`config.mk`:
```
export PLATFORM = sky130hd
export DESIGN_NAME = mux8_arb
export DESIGN_NICKNAME = d
export VERILOG_FILES = /design/src/rtl/mux8_arb_pkg.sv /design/src/rtl/mux8_rr_pick.sv /design/src/rtl/mux8_arb.sv
export SDC_FILE = /design/constraint.sdc
export NUM_CORES = 1
export LEC_CHECK = 0
export BUFFER_PORTS_ARGS = -buffer_cell sky130_fd_sc_hd__buf_4
export CAP_MARGIN = 20
export CELL_PAD_IN_SITES_DETAIL_PLACEMENT = 1
export CELL_PAD_IN_SITES_GLOBAL_PLACEMENT = 1
export CORE_AREA = 3 3 57 86
export DETAILED_ROUTE_END_ITERATION = 12
export DIE_AREA = 0 0 60 89
export HOLD_SLACK_MARGIN = 0.15
export PLACE_DENSITY = 0.86
export SYNTH_ARGS = -nofsm -noshare
export SYNTH_HDL_FRONTEND = slang
export SYNTH_SLANG_ARGS = --single-unit
```
`constraint.sdc`:
```
create_clock -name clk -period 7.16 [get_ports clk]
set_input_delay 0.716 -clock clk [delete_from_list [all_inputs] [get_ports clk]]
set_output_delay 0.716 -clock clk [all_outputs]
set_load 0.05 [all_outputs]
```
`src/rtl/mux8_arb_pkg.sv`:
```
// Shared types and constants for the mux8_arb round-robin arbiter/mux.
package mux8_arb_pkg;

    localparam int unsigned N_SRC  = 8;
    localparam int unsigned SEL_W  = 3;
    localparam int unsigned HOLD_W = 4;

    typedef enum logic {
        IDLE,
        GRANT
    } state_t;

    function automatic logic [N_SRC-1:0] onehot(input logic [SEL_W-1:0] idx);
        return N_SRC'(1) << idx;
    endfunction

endpackage

```
`src/rtl/mux8_rr_pick.sv`:
```
// Combinational round-robin picker: first set req bit at or after ptr, wrapping 7->0.
module mux8_rr_pick
    import mux8_arb_pkg::*;
(
    input  logic [N_SRC-1:0] req,
    input  logic [SEL_W-1:0] ptr,
    output logic             any,
    output logic [SEL_W-1:0] idx
);

    logic             found;
    logic [SEL_W-1:0] pos;

    always_comb begin
        any   = |req;
        idx   = ptr;
        found = 1'b0;
        pos   = ptr;
        for (int unsigned k = 0; k < N_SRC; k++) begin
            pos = ptr + SEL_W'(k);
            if (!found && req[pos]) begin
                idx   = pos;
                found = 1'b1;
            end
        end
    end

endmodule

```
`src/rtl/mux8_arb.sv`:
```
// Round-robin 8-source arbiter with registered grant and 8:1 data select.
// Optional macro MUX8_ARB_LOCK_EN adds a lock input that suppresses hold timeout.
module mux8_arb
    import mux8_arb_pkg::*;
#(
    parameter int unsigned MAX_HOLD = 4
) (
    input  logic             clk,
    input  logic             rst_n,
    input  logic [N_SRC-1:0] req,
`ifdef MUX8_ARB_LOCK_EN
    input  logic             lock,
`endif
    input  logic [N_SRC-1:0] d,
    output logic [N_SRC-1:0] gnt,
    output logic [SEL_W-1:0] s,
    output logic             valid,
    output logic             y
);

    state_t            state, state_n;
    logic [SEL_W-1:0]  ptr, ptr_n;
    logic [HOLD_W-1:0] hold, hold_n;
    logic [SEL_W-1:0]  s_n;
    logic [N_SRC-1:0]  gnt_n;
    logic              valid_n;

    logic              pick_any;
    logic [SEL_W-1:0]  pick_idx;
    logic [SEL_W-1:0]  pick_ptr;
    logic              timeout;
    logic              locked;

    // A single picker serves both cases: from ptr when idle, from s+1 on release.
    assign pick_ptr = (state == GRANT) ? s + SEL_W'(1) : ptr;
    assign timeout  = (hold == HOLD_W'(MAX_HOLD - 1));

`ifdef MUX8_ARB_LOCK_EN
    assign locked = lock & req[s];
`else
    assign locked = 1'b0;
`endif

    mux8_rr_pick u_pick (
        .req (req),
        .ptr (pick_ptr),
        .any (pick_any),
        .idx (pick_idx)
    );

    always_comb begin
        state_n = state;
        ptr_n   = ptr;
        hold_n  = hold;
        s_n     = s;
        gnt_n   = gnt;
        valid_n = valid;
        case (state)
            IDLE: begin
                gnt_n   = '0;
                valid_n = 1'b0;
                if (pick_any) begin
                    state_n = GRANT;
                    s_n     = pick_idx;
                    gnt_n   = onehot(pick_idx);
                    valid_n = 1'b1;
                    hold_n  = '0;
                end
            end
            GRANT: begin
                if (!req[s] || (timeout && !locked)) begin
                    ptr_n = pick_ptr;
                    if (pick_any) begin
                        s_n     = pick_idx;
                        gnt_n   = onehot(pick_idx);
                        valid_n = 1'b1;
                        hold_n  = '0;
                    end else begin
                        state_n = IDLE;
                        gnt_n   = '0;
                        valid_n = 1'b0;
                        hold_n  = '0;
                    end
                end else begin
                    // Under lock the counter sits at its last value until release.
                    hold_n = timeout ? hold : hold + HOLD_W'(1);
                end
            end
            default: begin
                state_n = IDLE;
                gnt_n   = '0;
                valid_n = 1'b0;
            end
        endcase
    end

    always_ff @(posedge clk or negedge rst_n) begin
        if (!rst_n) begin
            state <= IDLE;
            ptr   <= '0;
            hold  <= '0;
            s     <= '0;
            gnt   <= '0;
            valid <= 1'b0;
        end else begin
            state <= state_n;
            ptr   <= ptr_n;
            hold  <= hold_n;
            s     <= s_n;
            gnt   <= gnt_n;
            valid <= valid_n;
        end
    end

    always_comb begin
        y = 1'b0;
        if (valid) y = d[s];
    end

endmodule

```
==> results.json, run 1 <==
{
  "status": "complete, no violations",
  "end_kind": "flip-flop",
  "cts_buffers": 3,
  "ys.flop_type": "dfrtp_1",
  "cts_tree": "yes",
  "insertion_delay_ns": 0.26,
  "drtAntennaViolNets": 0,
  "nFillCells": 527,
  "numClockSinks": 20,
  "yosysWarnings": 0,
  "path_max_fanout": 13,
  "synth_top_area_share_pct": 25.9,
  "timing.max_slew.rel_slack_pct": 66.6,
  "timing.critical_path.from_type": "flip-flop",
  "diodes": 0,
  "drc": 0,
  "drive_above_1_share_pct": 25.8,
  "required_ns": 7.29,
  "finalSetupViolations": 0,
  "syn_avg_cell_area_um2": 8.98,
  "timing.rr.start": "s[0]$_DFFE_PN0P_",
  "maxSlewViolCount": 0,
  "dp_cells": 282,
  "critical_path_class": "reg2reg",
  "io_buffer_count": 30,
  "worst_slew_pin_slew_ns": 0.487,
  "yosysUniqueCellTypes": 53,
  "grtUsageTotal_pct": 24.8,
  "grt_max_degree": 21,
  "ys_async_sr_fraction_pct": 100,
  "via_per_inst": 6.66,
  "post_cts_resize_count": 0,
  "gp_congestion": 0.911,
  "fmax_ghz": 0.261,
  "die_y_um": 89,
  "layout.nets": 262,
  "reg2reg_depth": 12,
  "yosys.area.top_type": "dfrtp_1",
  "synth_edf_count": 0,
  "syn_inst": 215,
  "dr.pass1.iters": 4,
  "synth_most_common_cell": "nand3_1",
  "synthTopCellsByArea": "dfrtp_1, mux4_2, mux2i_1",
  "hold_buffers": 0,
  "ys_seq_area_share_pct": 25.9,
  "cts_root_buf": "clkbuf_8",
  "syn_to_final_growth_pct": 16.3,
  "fin_cells": 286,
  "core_area_um2": 4210,
  "clk_path_buf_depth": 2,
  "grt_pass1_vias": 2040,
  "synthTopCellsByCount": "nand3_1, dfrtp_1, nand2_1",
  "post-cts-setup-buffer-count": 0,
  "hpwlAfterDp_um": 4810,
  "hp-class": "in2async",
  "final.setup.tns_ns": 0,
  "whs_ns": 0.321,
  "netlist_area_um2": 1930,
  "antenna_found_initial": 0,
  "wl_per_cell_um": 21.3,
  "start_util_pct": 45.9,
  "r2r_end": "gnt[6]$_DFFE_PN0N_",
  "rsz0062_at_grt": "false",
  "grt_overflow": 0,
  "finalHoldViolCount": 0,
  "pin_count": 31,
  "drv_cap": 0,
  "r2r_slack_ns": 3.33,
  "ys_seq_elements": 20,
  "grt_pass1_wl_um": 9970,
  "h-tree-depth": 1,
  "fp-row-count": 29,
  "num_vias": 1905,
  "fp.dieW_um": 60,
  "finalCriticalPeriod_ns": 3.83,
  "post-route-period-util_pct": 53.5,
  "wirelength_um": 6080,
  "drtIter0Drc": 74,
  "skew_ns": 0.00191,
  "syn-num-nets": 236,
  "arrival_ns": 3.95,
  "path_clk_slew_ns": 0.07,
  "die-area_um2": 5340
}
-- area by class of cell --
class / instances / area, um2 / share of cell area (%)
clock buffer: 3 / 41.3 / 1.84
clock inverter: 1 / 30.0 / 1.34
inverter: 2 / 7.51 / 0.334
multi-input combinational: 183 / 1380 / 61.3
sequential: 20 / 500 / 22.3
tap: 46 / 57.6 / 2.56
timing repair buffer: 31 / 233 / 10.4
-- metrics by stage --
step                area (um2)  util, %  setup WS (ns)
global route              2240     53.3           3.04
global placement          2170     51.6           3.49
detailed placement        2170     51.6           3.36
CTS                       2240     53.3           3.33
floorplan                 1930        -           3.46
finish                    2240     53.3           3.33
-- cells in the final DEF, fill, tap and decap left out, types with 5 or more instances in the layout --
master,instances
buf_4,31
a21oi_1,11
a211o_1,5
and2_1,5
and3_1,5
mux2_2,6
nand2_1,19
nand3_1,22
dfrtp_1,20
mux2i_1,11
a32o_1,6
mux4_2,7
nor2_1,12
o21ai_0,13
o31ai_1,6
o21ai_1,6
-- how the worst max path moves through the flow --
stage | depth (start not counted) | endpoint | from | slack, ns
after floorplan | 12 | gnt[5]$_DFFE_PN0N_ | s[1]$_DFFE_PN0P_ | 3.46
after global placement | 12 | gnt[1]$_DFFE_PN0N_ | s[0]$_DFFE_PN0P_ | 3.49
after detailed placement | 12 | gnt[6]$_DFFE_PN0N_ | s[0]$_DFFE_PN0P_ | 3.36
after CTS | 12 | gnt[7]$_DFFE_PN0N_ | s[0]$_DFFE_PN0P_ | 3.33
after global routing | 12 | gnt[7]$_DFFE_PN0N_ | s[0]$_DFFE_PN0P_ | 3.04
final | 12 | gnt[6]$_DFFE_PN0N_ | s[0]$_DFFE_PN0P_ | 3.33
-- flip-flops by register name, indices dropped and copies added, names as in the netlist --
name,count
gnt,8
hold,4
ptr,3
s,3
state,1
valid,1
-- routing by layer --
| metal | track usage, % | vias to the layer above | wire length [um] |
|---|---|---|---|
| met2 | 44.4 | 67 | 3160 |
| met5 | 0 | - | 0 |
| li1 | - | 884 | - |
| met4 | 14.7 | 0 | 360 |
| met1 | 27.0 | 930 | 2340 |
| met3 | 3.03 | 24 | 216 |
-- critical path, stage by stage (launching register included) --
cell and delay, ns:
dfrtp_1 0.61, ha_1 0.32, mux2i_1 0.14, buf_4 0.23, inv_2 0.15, ha_1 0.29, xnor2_1 0.39, mux2i_1 0.36
and3_1 0.25, a21oi_1 0.05, a211o_1 0.32, a32oi_1 0.39, o31ai_1 0.17
-- logic make-up (layout without fill, tap and decap cells) --
group           after synthesis  count (layout)  synth area share, %
compound gates               70              70                 26.6
xor+xnor                      4               4                 2.59
fa+ha+maj                     3               3                 1.94
buf+inv                      12              37                 2.85
flops                        20              20                 25.9
mux                          27              27                 20.0
simple gates                 79              79                 20.0
Power of run 1 is left out: the tool's default activity adds up to more than one toggle a clock period on the data nets, which glitch-free logic cannot reach.
==> inputs of run 2 (changes only) <==
CORE_AREA = 3 3 62 93   (was 3 3 57 86)
DIE_AREA = 0 0 65 96   (was 0 0 60 89)
PLACE_DENSITY = 0.77   (was 0.86)
clock period = 3.1 ns   (was 7.16 ns; I/O delays follow)
==> run 2 against run 1 <==
Effect of this change: cell area is 22% higher; count of clock-buffer cells in the layout stayed put; via count is 8.0% higher; maximum frequency is 25% higher; hold slack better by 0.13 ns; register-to-register slack worse by 3.3 ns; sequential cell count stayed put; utilization is 0.41 points higher; critical path type unchanged; largest cell class unchanged; highest routed layer unchanged.
==> results.json, run 2 (same netlist as run 1, synthesis figures left out) <==
{
  "die_y_um": 96,
  "die-area_um2": 6240,
  "maxSlewViolCount": 0,
  "wirelength_um": 7000,
  "hp-class": "in2async",
  "fmax_ghz": 0.326,
  "wl_per_cell_um": 20.6,
  "fp-row-count": 32,
  "arrival_ns": 3.22,
  "grtUsageTotal_pct": 23.4,
  "finalSetupViolations": 0,
  "via_per_inst": 6.05,
  "nFillCells": 599,
  "finalHoldViolCount": 0,
  "diodes": 0,
  "drv_cap": 0,
  "cts_buffers": 3,
  "pin_count": 31,
  "drtIter0Drc": 97,
  "final_common_cell": "buf_4",
  "whs_ns": 0.446,
  "grt_max_degree": 21,
  "drtAntennaViolNets": 0,
  "timing.max_slew.rel_slack_pct": 62.3,
  "rsz0062_at_grt": "true",
  "regMostFlops": "gnt",
  "hpwlAfterDp_um": 5240,
  "insertion_delay_ns": 0.27,
  "multiInputGateArea_um2": 1570,
  "path_max_fanout": 6,
  "cts_tree": "yes",
  "fp.dieW_um": 65,
  "core_area_um2": 5080,
  "start_util_pct": 38.0,
  "clk_path_buf_depth": 2,
  "post-route-period-util_pct": 99.0,
  "io_buffer_count": 30,
  "skew_ns": 0.00588,
  "critical_path_class": "reg2reg",
  "mostFrequentLayoutCells": "buf_4, nand3_1, nand2_1, dfrtp_1, nor2_1",
  "required_ns": 3.25,
  "reg2reg_depth": 11,
  "timing.critical_path.from_type": "flip-flop",
  "status": "complete, no violations",
  "h-tree-depth": 1,
  "drc": 0,
  "finalCriticalPeriod_ns": 3.07,
  "num_vias": 2057,
  "register_area_um2": 507,
  "placed_cell_area_um2": 2470,
  "reg_top3": "gnt (8), hold (4)",
  "end_kind": "flip-flop",
  "layout.nets": 294,
  "gp_congestion": 0.902,
  "grt_pass1_wl_um": 10900,
  "cts_root_buf": "clkbuf_8",
  "worst_slew_pin_slew_ns": 0.561,
  "fin_area_um2": 2730,
  "antenna_found_initial": 0,
  "drive_above_1_share_pct": 44.9,
  "grt_pass1_vias": 2178,
  "largest_reg_flops": 8,
  "path_clk_slew_ns": 0.08,
  "numClockSinks": 20,
  "syn_to_final_growth_pct": 41.5,
  "grt_overflow": 0,
  "dr.pass1.iters": 6
}
[run 2: critical path: stages (launching register included)]
cell and delay (ns):
dfrtp_4 0.49, ha_4 0.18, xor2_2 0.20, mux2i_4 0.38, and3_4 0.29, a21oi_2 0.06
a211o_1 0.34, a311o_1 0.34, o22ai_1 0.17, nand2_2 0.09, buf_4 0.16, o21ai_0 0.25
[run 2: stage by stage]
| stage | instances | utilization, % | setup slack [ns] | setup TNS (ns) |
|---|---|---|---|---|
| after CTS | 335 | 50.6 | 0.0223 | 0 |
| after global routing | 340 | 53.7 | -0.0563 | -0.373 |
| after global placement | 328 | 48.7 | 0.0729 | 0 |
| after floorplan | 215 | - | 0.0183 | 0 |
| final | 340 | 53.7 | 0.0312 | 0 |
| after detailed placement | 328 | 48.7 | -0.00212 | -0.00212 |
[run 2: final timing paths]
path | endpoint | start | slack (ns)
setup / recovery | s[1]$_DFFE_PN0P_ | s[1]$_DFFE_PN0P_ | 0.03
hold / removal | gnt[5]$_DFFE_PN0N_ | rst_n | 0.45
setup reg to reg | s[1]$_DFFE_PN0P_ | s[1]$_DFFE_PN0P_ | 0.03
hold reg to reg | gnt[6]$_DFFE_PN0N_ | gnt[6]$_DFFE_PN0N_ | 0.49
max in group asynchronous | s[1]$_DFFE_PN0P_ | rst_n | 2.41
min in group clk | gnt[6]$_DFFE_PN0N_ | gnt[6]$_DFFE_PN0N_ | 0.49
[run 2: routing by layer]
metal  global-route usage [%]  vias to the layer above  wire [um]
met4                     11.8                        0        327
li1                         -                      951          -
met2                     47.8                       51       4030
met3                     2.10                       26        119
met1                     22.5                     1029       2520
met5                        0                        -          0
[run 2: layout make-up]
| class | instances | area share [%] |
|---|---|---|
| clock buffers | 3 | 1.51 |
| inverters | 2 | 0.366 |
| multi-input cells | 183 | 57.4 |
| flip-flops and latches | 20 | 18.5 |
| well taps | 68 | 3.11 |
| repair buffers | 63 | 18.0 |
| clock inverters | 1 | 1.10 |
[run 2: timing repair]
action / in CTS / in global routing
setup buffers: 2 / 5
resized for setup: 2 / 28
pin swaps: 0 / 8
hold buffers: 1 / 0
setup endpoints to repair: 4 / 11
hold endpoints to repair: 20 / 0
Power of run 2 is left out for the same reason.
